<file path="src/rtl/mips_pipe_pkg.sv">
// Shared MIPS pipeline encodings: write-back select codes and MEM-stage FSM states.
package mips_pipe_pkg;

  localparam logic [1:0] WB_SEL_ALU = 2'd0;
  localparam logic [1:0] WB_SEL_MEM = 2'd1;
  localparam logic [1:0] WB_SEL_PC4 = 2'd2;

  typedef enum logic {
    IDLE = 1'b0,
    WAIT = 1'b1
  } mem_state_t;

endpackage

</file>
<file path="src/rtl/mem_wb_reg.sv">
// MEM/WB pipeline register. A bubble clears RegWrite/destination and holds the data;
// otherwise load captures the new write-back fields.
module mem_wb_reg #(
  parameter int DW = 32
) (
  input  logic          clk,
  input  logic          reset,
  input  logic          load,
  input  logic          bubble,
  input  logic          reg_write_i,
  input  logic [4:0]    reg_waddr_i,
  input  logic [DW-1:0] wb_data_i,
  output logic          reg_write_o,
  output logic [4:0]    reg_waddr_o,
  output logic [DW-1:0] wb_data_o
);

  logic          reg_write_d, reg_write_q;
  logic [4:0]    reg_waddr_d, reg_waddr_q;
  logic [DW-1:0] wb_data_d,   wb_data_q;

  always_comb begin
    reg_write_d = reg_write_q;
    reg_waddr_d = reg_waddr_q;
    wb_data_d   = wb_data_q;
    if (bubble) begin
      reg_write_d = 1'b0;
      reg_waddr_d = 5'd0;
    end else if (load) begin
      reg_write_d = reg_write_i;
      reg_waddr_d = reg_waddr_i;
      wb_data_d   = wb_data_i;
    end
  end

  always_ff @(posedge clk or posedge reset) begin
    if (reset) begin
      reg_write_q <= 1'b0;
      reg_waddr_q <= 5'd0;
      wb_data_q   <= '0;
    end else begin
      reg_write_q <= reg_write_d;
      reg_waddr_q <= reg_waddr_d;
      wb_data_q   <= wb_data_d;
    end
  end

  assign reg_write_o = reg_write_q;
  assign reg_waddr_o = reg_waddr_q;
  assign wb_data_o   = wb_data_q;

endmodule

</file>
<file path="src/rtl/mem_stage_ctrl.sv">
// MEM stage controller: data-memory handshake, upstream stall, MEM/WB load, stall counter.
// Optional MEM_ALIGN_CHECK_EN: misaligned accesses raise addr_exc instead of reaching memory.
module mem_stage_ctrl
  import mips_pipe_pkg::*;
#(
  parameter int AW = 32,
  parameter int DW = 32
) (
  input  logic          clk,
  input  logic          reset,
  input  logic          mem_read_i,
  input  logic          mem_write_i,
  input  logic [1:0]    mem_to_reg_i,
  input  logic          reg_write_i,
  input  logic [DW-1:0] alu_out_i,
  input  logic [DW-1:0] mem_wdata_i,
  input  logic [4:0]    reg_waddr_i,
  input  logic [DW-1:0] pc_plus4_i,
  input  logic [DW-1:0] pc_i,
  output logic          dmem_req,
  output logic          dmem_we,
  output logic [AW-1:0] dmem_addr,
  output logic [DW-1:0] dmem_wdata,
  input  logic          dmem_ready,
  input  logic [DW-1:0] dmem_rdata,
  output logic          stall,
  output logic          reg_write_wb,
  output logic [4:0]    reg_waddr_wb,
  output logic [DW-1:0] wb_data,
  output logic [31:0]   stall_cycles,
  output logic          addr_exc,
  output logic [DW-1:0] exc_pc
);

  mem_state_t    state_q, state_d;
  logic [31:0]   stall_cycles_q, stall_cycles_d;
  logic          access, misalign;
  logic [DW-1:0] wb_sel_data;

  always_comb begin
    access = mem_read_i | mem_write_i;
`ifdef MEM_ALIGN_CHECK_EN
    misalign = access & (alu_out_i[1:0] != 2'b00);
`else
    misalign = 1'b0;
`endif
    // Gated by reset so an abandoned access releases the bus and pipeline at once.
    dmem_req = ~reset & ((state_q == WAIT) | (access & ~misalign));
    stall    = dmem_req & ~dmem_ready;
    state_d  = stall ? WAIT : IDLE;

    stall_cycles_d = stall_cycles_q;
    if (stall && stall_cycles_q != 32'hFFFF_FFFF)
      stall_cycles_d = stall_cycles_q + 32'd1;

    case (mem_to_reg_i)
      WB_SEL_MEM: wb_sel_data = dmem_rdata;
      WB_SEL_PC4: wb_sel_data = pc_plus4_i;
      default:    wb_sel_data = alu_out_i;
    endcase
  end

  always_ff @(posedge clk or posedge reset) begin
    if (reset) begin
      state_q        <= IDLE;
      stall_cycles_q <= 32'd0;
    end else begin
      state_q        <= state_d;
      stall_cycles_q <= stall_cycles_d;
    end
  end

  assign dmem_we      = mem_write_i;
  assign dmem_wdata   = mem_wdata_i;
  assign stall_cycles = stall_cycles_q;

  mem_wb_reg #(.DW(DW)) u_mem_wb_reg (
    .clk         (clk),
    .reset       (reset),
    .load        (~stall),
    .bubble      (stall | misalign),
    .reg_write_i (reg_write_i),
    .reg_waddr_i (reg_waddr_i),
    .wb_data_i   (wb_sel_data),
    .reg_write_o (reg_write_wb),
    .reg_waddr_o (reg_waddr_wb),
    .wb_data_o   (wb_data)
  );

`ifdef MEM_ALIGN_CHECK_EN
  logic          addr_exc_d, addr_exc_q;
  logic [DW-1:0] exc_pc_d,   exc_pc_q;

  always_comb begin
    addr_exc_d = misalign;
    exc_pc_d   = misalign ? pc_i : exc_pc_q;
  end

  always_ff @(posedge clk or posedge reset) begin
    if (reset) begin
      addr_exc_q <= 1'b0;
      exc_pc_q   <= '0;
    end else begin
      addr_exc_q <= addr_exc_d;
      exc_pc_q   <= exc_pc_d;
    end
  end

  assign dmem_addr = alu_out_i[AW-1:0];
  assign addr_exc  = addr_exc_q;
  assign exc_pc    = exc_pc_q;
`else
  logic unused_pc;
  assign unused_pc = ^{pc_i, alu_out_i[1:0]};

  assign dmem_addr = {alu_out_i[AW-1:2], 2'b00};
  assign addr_exc  = 1'b0;
  assign exc_pc    = '0;
`endif

endmodule

</file>
<file path="config.mk">
export PLATFORM = sky130hd
export DESIGN_NAME = mem_stage_ctrl
export DESIGN_NICKNAME = d
export VERILOG_FILES = /design/src/rtl/mips_pipe_pkg.sv /design/src/rtl/mem_wb_reg.sv /design/src/rtl/mem_stage_ctrl.sv
export SDC_FILE = /design/constraint.sdc
export NUM_CORES = 1
export LEC_CHECK = 0
export CAP_MARGIN = 20
export CORE_AREA = 3 3 132 134
export CTS_CLUSTER_SIZE = 40
export DETAILED_ROUTE_END_ITERATION = 10
export DIE_AREA = 0 0 135 137
export MAX_ROUTING_LAYER = met4
export PLACE_DENSITY = 0.63
export SYNTH_ARGS = -nofsm -noshare
export SYNTH_HDL_FRONTEND = slang
export SYNTH_SLANG_ARGS = --single-unit
</file>
<file path="constraint.sdc">
create_clock -name clk -period 2.5 [get_ports clk]
set_input_delay 0.375 -clock clk [delete_from_list [all_inputs] [get_ports clk]]
set_output_delay 0.375 -clock clk [all_outputs]
set_load 0.01 [all_outputs]
</file>
==> out/qor.tcl <==
set qor(run_status) {completed}
set qor(post-route-drc-count) 0
set qor(fmax_ghz) 0.430
set qor(critPathArrivalTime_ns) 1.95
set qor(num_vias) 3777
set qor(seqPwrFrac_pct) 38.1
set qor(worst_clock_skew_ns) 0.0125
set qor(rows) 47
set qor(dp_hpwl_mm) 10.7
set qor(power_density_nw_per_um2) 552
set qor(crit_path_frequent_cell) {sky130_fd_sc_hd__clkdlybuf4s50_1}
set qor(grt_util_all_layers_pct) 14.9
set qor(clkLatencyLatePin_ns) 0.34
set qor(design.core.area_um2) 16400
set qor(min_path_type) {primary input to asynchronous set/reset pin}
set qor(drt-wirelength-per-cell_um) 16.3
set qor(netlist_area_before_placement_um2) 4360
set qor(nNetsFinal) 797
set qor(grt_first_pass_wirelength_mm) 20.9
set qor(clk_pin_slew_ns) 0.06
set qor(timing_worst_setup_path_type) {primary input to output pin}
set qor(period_share_pct) 93.1
set qor(numPortBuffers) 211
set qor(max_cap_viol_count) 0
set qor(setup_total_negative_slack_ns) 0
set qor(numClockSinks) 71
set qor(synth_sequential_area_ratio_pct) 40.7
set qor(post_cts_buffers) 0
set qor(worst-r2r-cell-count) 7
set qor(cts_tree) {built}
set qor(clock_path_buffers) 2
set qor(grt_setup_unrepaired) {false}
set qor(timing.final.setup_violations) 0
set qor(synth_top_family_by_area) {buffers and inverters}
set qor(dieArea_um2) 18500
set qor(ys.warnings.count) 0
set qor(critical_path.startpoint_type) {primary input}
set qor(first_global_vias) 3770
set qor(routed_wl_mm) 13.8
set qor(worst_path_largest_cell_delay_ns) 0.55
set qor(worstReg2RegEnd) {stall_cycles[21]}
set qor(timing.critical_path.max_delay_family) {buffers and inverters}
set qor(proportion_of_synthesized_area_in_mux_cells_pct) 0.258
set qor(p_switching_uw) 1020
set qor(mostFrequentLayoutCell) {sky130_fd_sc_hd__clkdlybuf4s50_1}
set qor(via_density_per_instance) 4.46
set qor(detail_route.first_pass.iterations) 4
set qor(syn-instance-count) 478
set qor(place.gp.congestion) 0.830
set qor(cts_root_buffer) {sky130_fd_sc_hd__clkbuf_16}
set qor(synth_seq_cells) 71
set qor(largest_net_degree_at_the_start_of_global_routing) 65
set qor(power.share.switching_pct) 28.6
set qor(timing.critical_path.required_ns) 2.12
set qor(final_cell_mix) {sky130_fd_sc_hd__clkdlybuf4s50_1 (211), sky130_fd_sc_hd__dfrtp_1 (71), sky130_fd_sc_hd__nand2_1 (49)}
set qor(initialDrtViolationCount) 196
set qor(finalMaxSlewViolations) 0
set qor(grt_overflow) 0
set qor(antenna_violating_nets_post_route) 0
set qor(synth.distinct_cells) 36
set qor(antenna_cells) 0
set qor(i_o_pin_count) 343
set qor(yosys.area_share.xor_xnor_pct) 5.62
set qor(initial_antenna_violation_count) 0
set qor(die_height_um) 137
set qor(synth_fa_ha_area_share_pct) 0.860
set qor(ys_dominant_reg_cell) {sky130_fd_sc_hd__dfrtp_1}
set qor(cpMaxStageDelayCell) {sky130_fd_sc_hd__clkdlybuf4s50_1}
set qor(synth_enable_flop_cells) 0
set qor(timing.critical_path.to_type) {output pin}
set qor(power.static_leakage_uw) 0.00263
set qor(worst-r2r-setup-slack_ns) 0.54
set qor(cts-htree-levels) 3
set qor(path_cells) {clkdlybuf4s50_1, nor3_1, or3_1, clkinv_4, clkdlybuf4s50_1}
set qor(report.final.hold_viol_count) 0
set qor(synthArstFlopShare_pct) 100
set qor(final-seq-area_um2) 1780
set qor(cell_internal_pwr_uw) 2540
set qor(hold-worst-slack_ns) 0.352
set qor(period_needed_ns) 2.33
set qor(critical_path.n_buffers_inverters) 3
set qor(die_width_um) 135
set qor(synth_compound_gate_area_share_pct) 13.9
set qor(synthToLayoutAreaGrowth_pct) 47.8
set qor(comb_power_share_pct) 24.7
set qor(synth_area_per_cell_um2) 9.13
set qor(floorplan.initialDensity_pct) 26.6
set qor(cts_inserted_buffers) 9
set qor(power_frac_clock_pct) 37.2
set qor(ctsHoldBuffers) 0
set qor(layout-drive-gt1-share_pct) 7.51
set qor(r2r_start) {stall_cycles[0]}
set qor(postCtsResizedCells) 0
set qor(peakVddDrop_mv) 0.264
set qor(worstPathMaxFanout) 6
set qor(fill_cells) 1617
set qor(multi_input_area_um2) 1840
set qor(simple_gate_share_of_the_synthesized_area_pct) 18.4
-- per-layer routing --
metal / share of wire [%] / global-route usage [%] / vias up
met2: 48 / 23.6 / 149
met4: 2.9 / 6.72 / 0
li1: - / - / 1810
met3: 6.2 / 2.57 / 42
met5: 0 / - / -
met1: 43 / 18.7 / 1776
-- power groups by stage --
stage | registers (uW) | logic [uW] | clock network, uW
5_1_grt | 1370 | 955 | 1410
4_1_cts | 1360 | 893 | 1370
3_3_place_gp | 1370 | 877 | 0
6_report | 1360 | 880 | 1330
3_5_place_dp | 1370 | 889 | 0
2_1_floorplan | 1410 | 408 | 0
-- layout make-up --
class / instances / share of cell area (%)
clock inverters: 7 / 1.24
well taps: 220 / 4.27
flip-flops and latches: 71 / 27.6
multi-input cells: 315 / 28.5
clock buffers: 9 / 3.49
inverters: 4 / 0.330
repair buffers: 220 / 34.6
-- cells in the mapped netlist, types with 8 or more instances --
cell | number | share of area [%]
sky130_fd_sc_hd__clkbuf_1 | 16 | 1.4
sky130_fd_sc_hd__nand2_1 | 49 | 4.2
sky130_fd_sc_hd__nand4_1 | 8 | 1.1
sky130_fd_sc_hd__o21ai_0 | 34 | 3.9
sky130_fd_sc_hd__a21oi_1 | 32 | 3.7
sky130_fd_sc_hd__xnor2_1 | 16 | 3.2
sky130_fd_sc_hd__nand3_1 | 10 | 1.1
sky130_fd_sc_hd__a22oi_1 | 32 | 5.5
sky130_fd_sc_hd__dfrtp_1 | 71 | 41
sky130_fd_sc_hd__nor2_1 | 37 | 3.2
sky130_fd_sc_hd__and2_1 | 8 | 1.1
sky130_fd_sc_hd__buf_4 | 99 | 17
sky130_fd_sc_hd__xor2_1 | 12 | 2.4
-- worst max path at each step --
| stage | from | end | slack [ns] | cells past startpoint |
|---|---|---|---|---|
| after floorplan | reset | stall_cycles[0] | 0.33 | 1 |
| after global placement | mem_write_i | stall | 0.16 | 5 |
| after detailed placement | mem_write_i | stall | 0.16 | 5 |
| after CTS | mem_write_i | stall | 0.15 | 5 |
| after global routing | mem_write_i | stall | 0.11 | 5 |
| final | mem_write_i | stall | 0.17 | 5 |
-- worst reg2reg max path, cell delays in order, from the launching register on --
cell and delay (ns):
sky130_fd_sc_hd__dfrtp_1 0.41, sky130_fd_sc_hd__ha_1 0.22, sky130_fd_sc_hd__and3_1 0.26, sky130_fd_sc_hd__nand4_4 0.19, sky130_fd_sc_hd__o31ai_2 0.28, sky130_fd_sc_hd__buf_4 0.24
sky130_fd_sc_hd__nor3_1 0.10, sky130_fd_sc_hd__xor2_1 0.15
-- sequential cells by signal, summed over array words and instances (netlist names) --
signal,flops
u_mem_wb_reg.reg_write_o,1
state_q,1
u_mem_wb_reg.wb_data_o,32
u_mem_wb_reg.reg_waddr_o,5
stall_cycles,32
-- cells by family after synthesis --
family          Yosys count
simple gates            147
buf+inv                 126
compound gates          101
flops                    71
xor+xnor                 28
fa+ha+maj                 3
other cells               1
mux                       1
-- metrics by stage --
stage | setup WS, ns | util, % | instances | power [uW] | cell area [um2]
3_5_place_dp | 0.157 | 37.4 | 830 | 2260 | 6140
2_1_floorplan | 0.328 | - | 512 | 1820 | 4490
4_1_cts | 0.155 | 39.3 | 846 | 3620 | 6450
6_report | 0.173 | 39.3 | 846 | 3560 | 6450
3_3_place_gp | 0.160 | 37.4 | 830 | 2250 | 6140
5_1_grt | 0.111 | 39.3 | 846 | 3730 | 6450
Note: power is estimated with default switching activity, not from simulation.
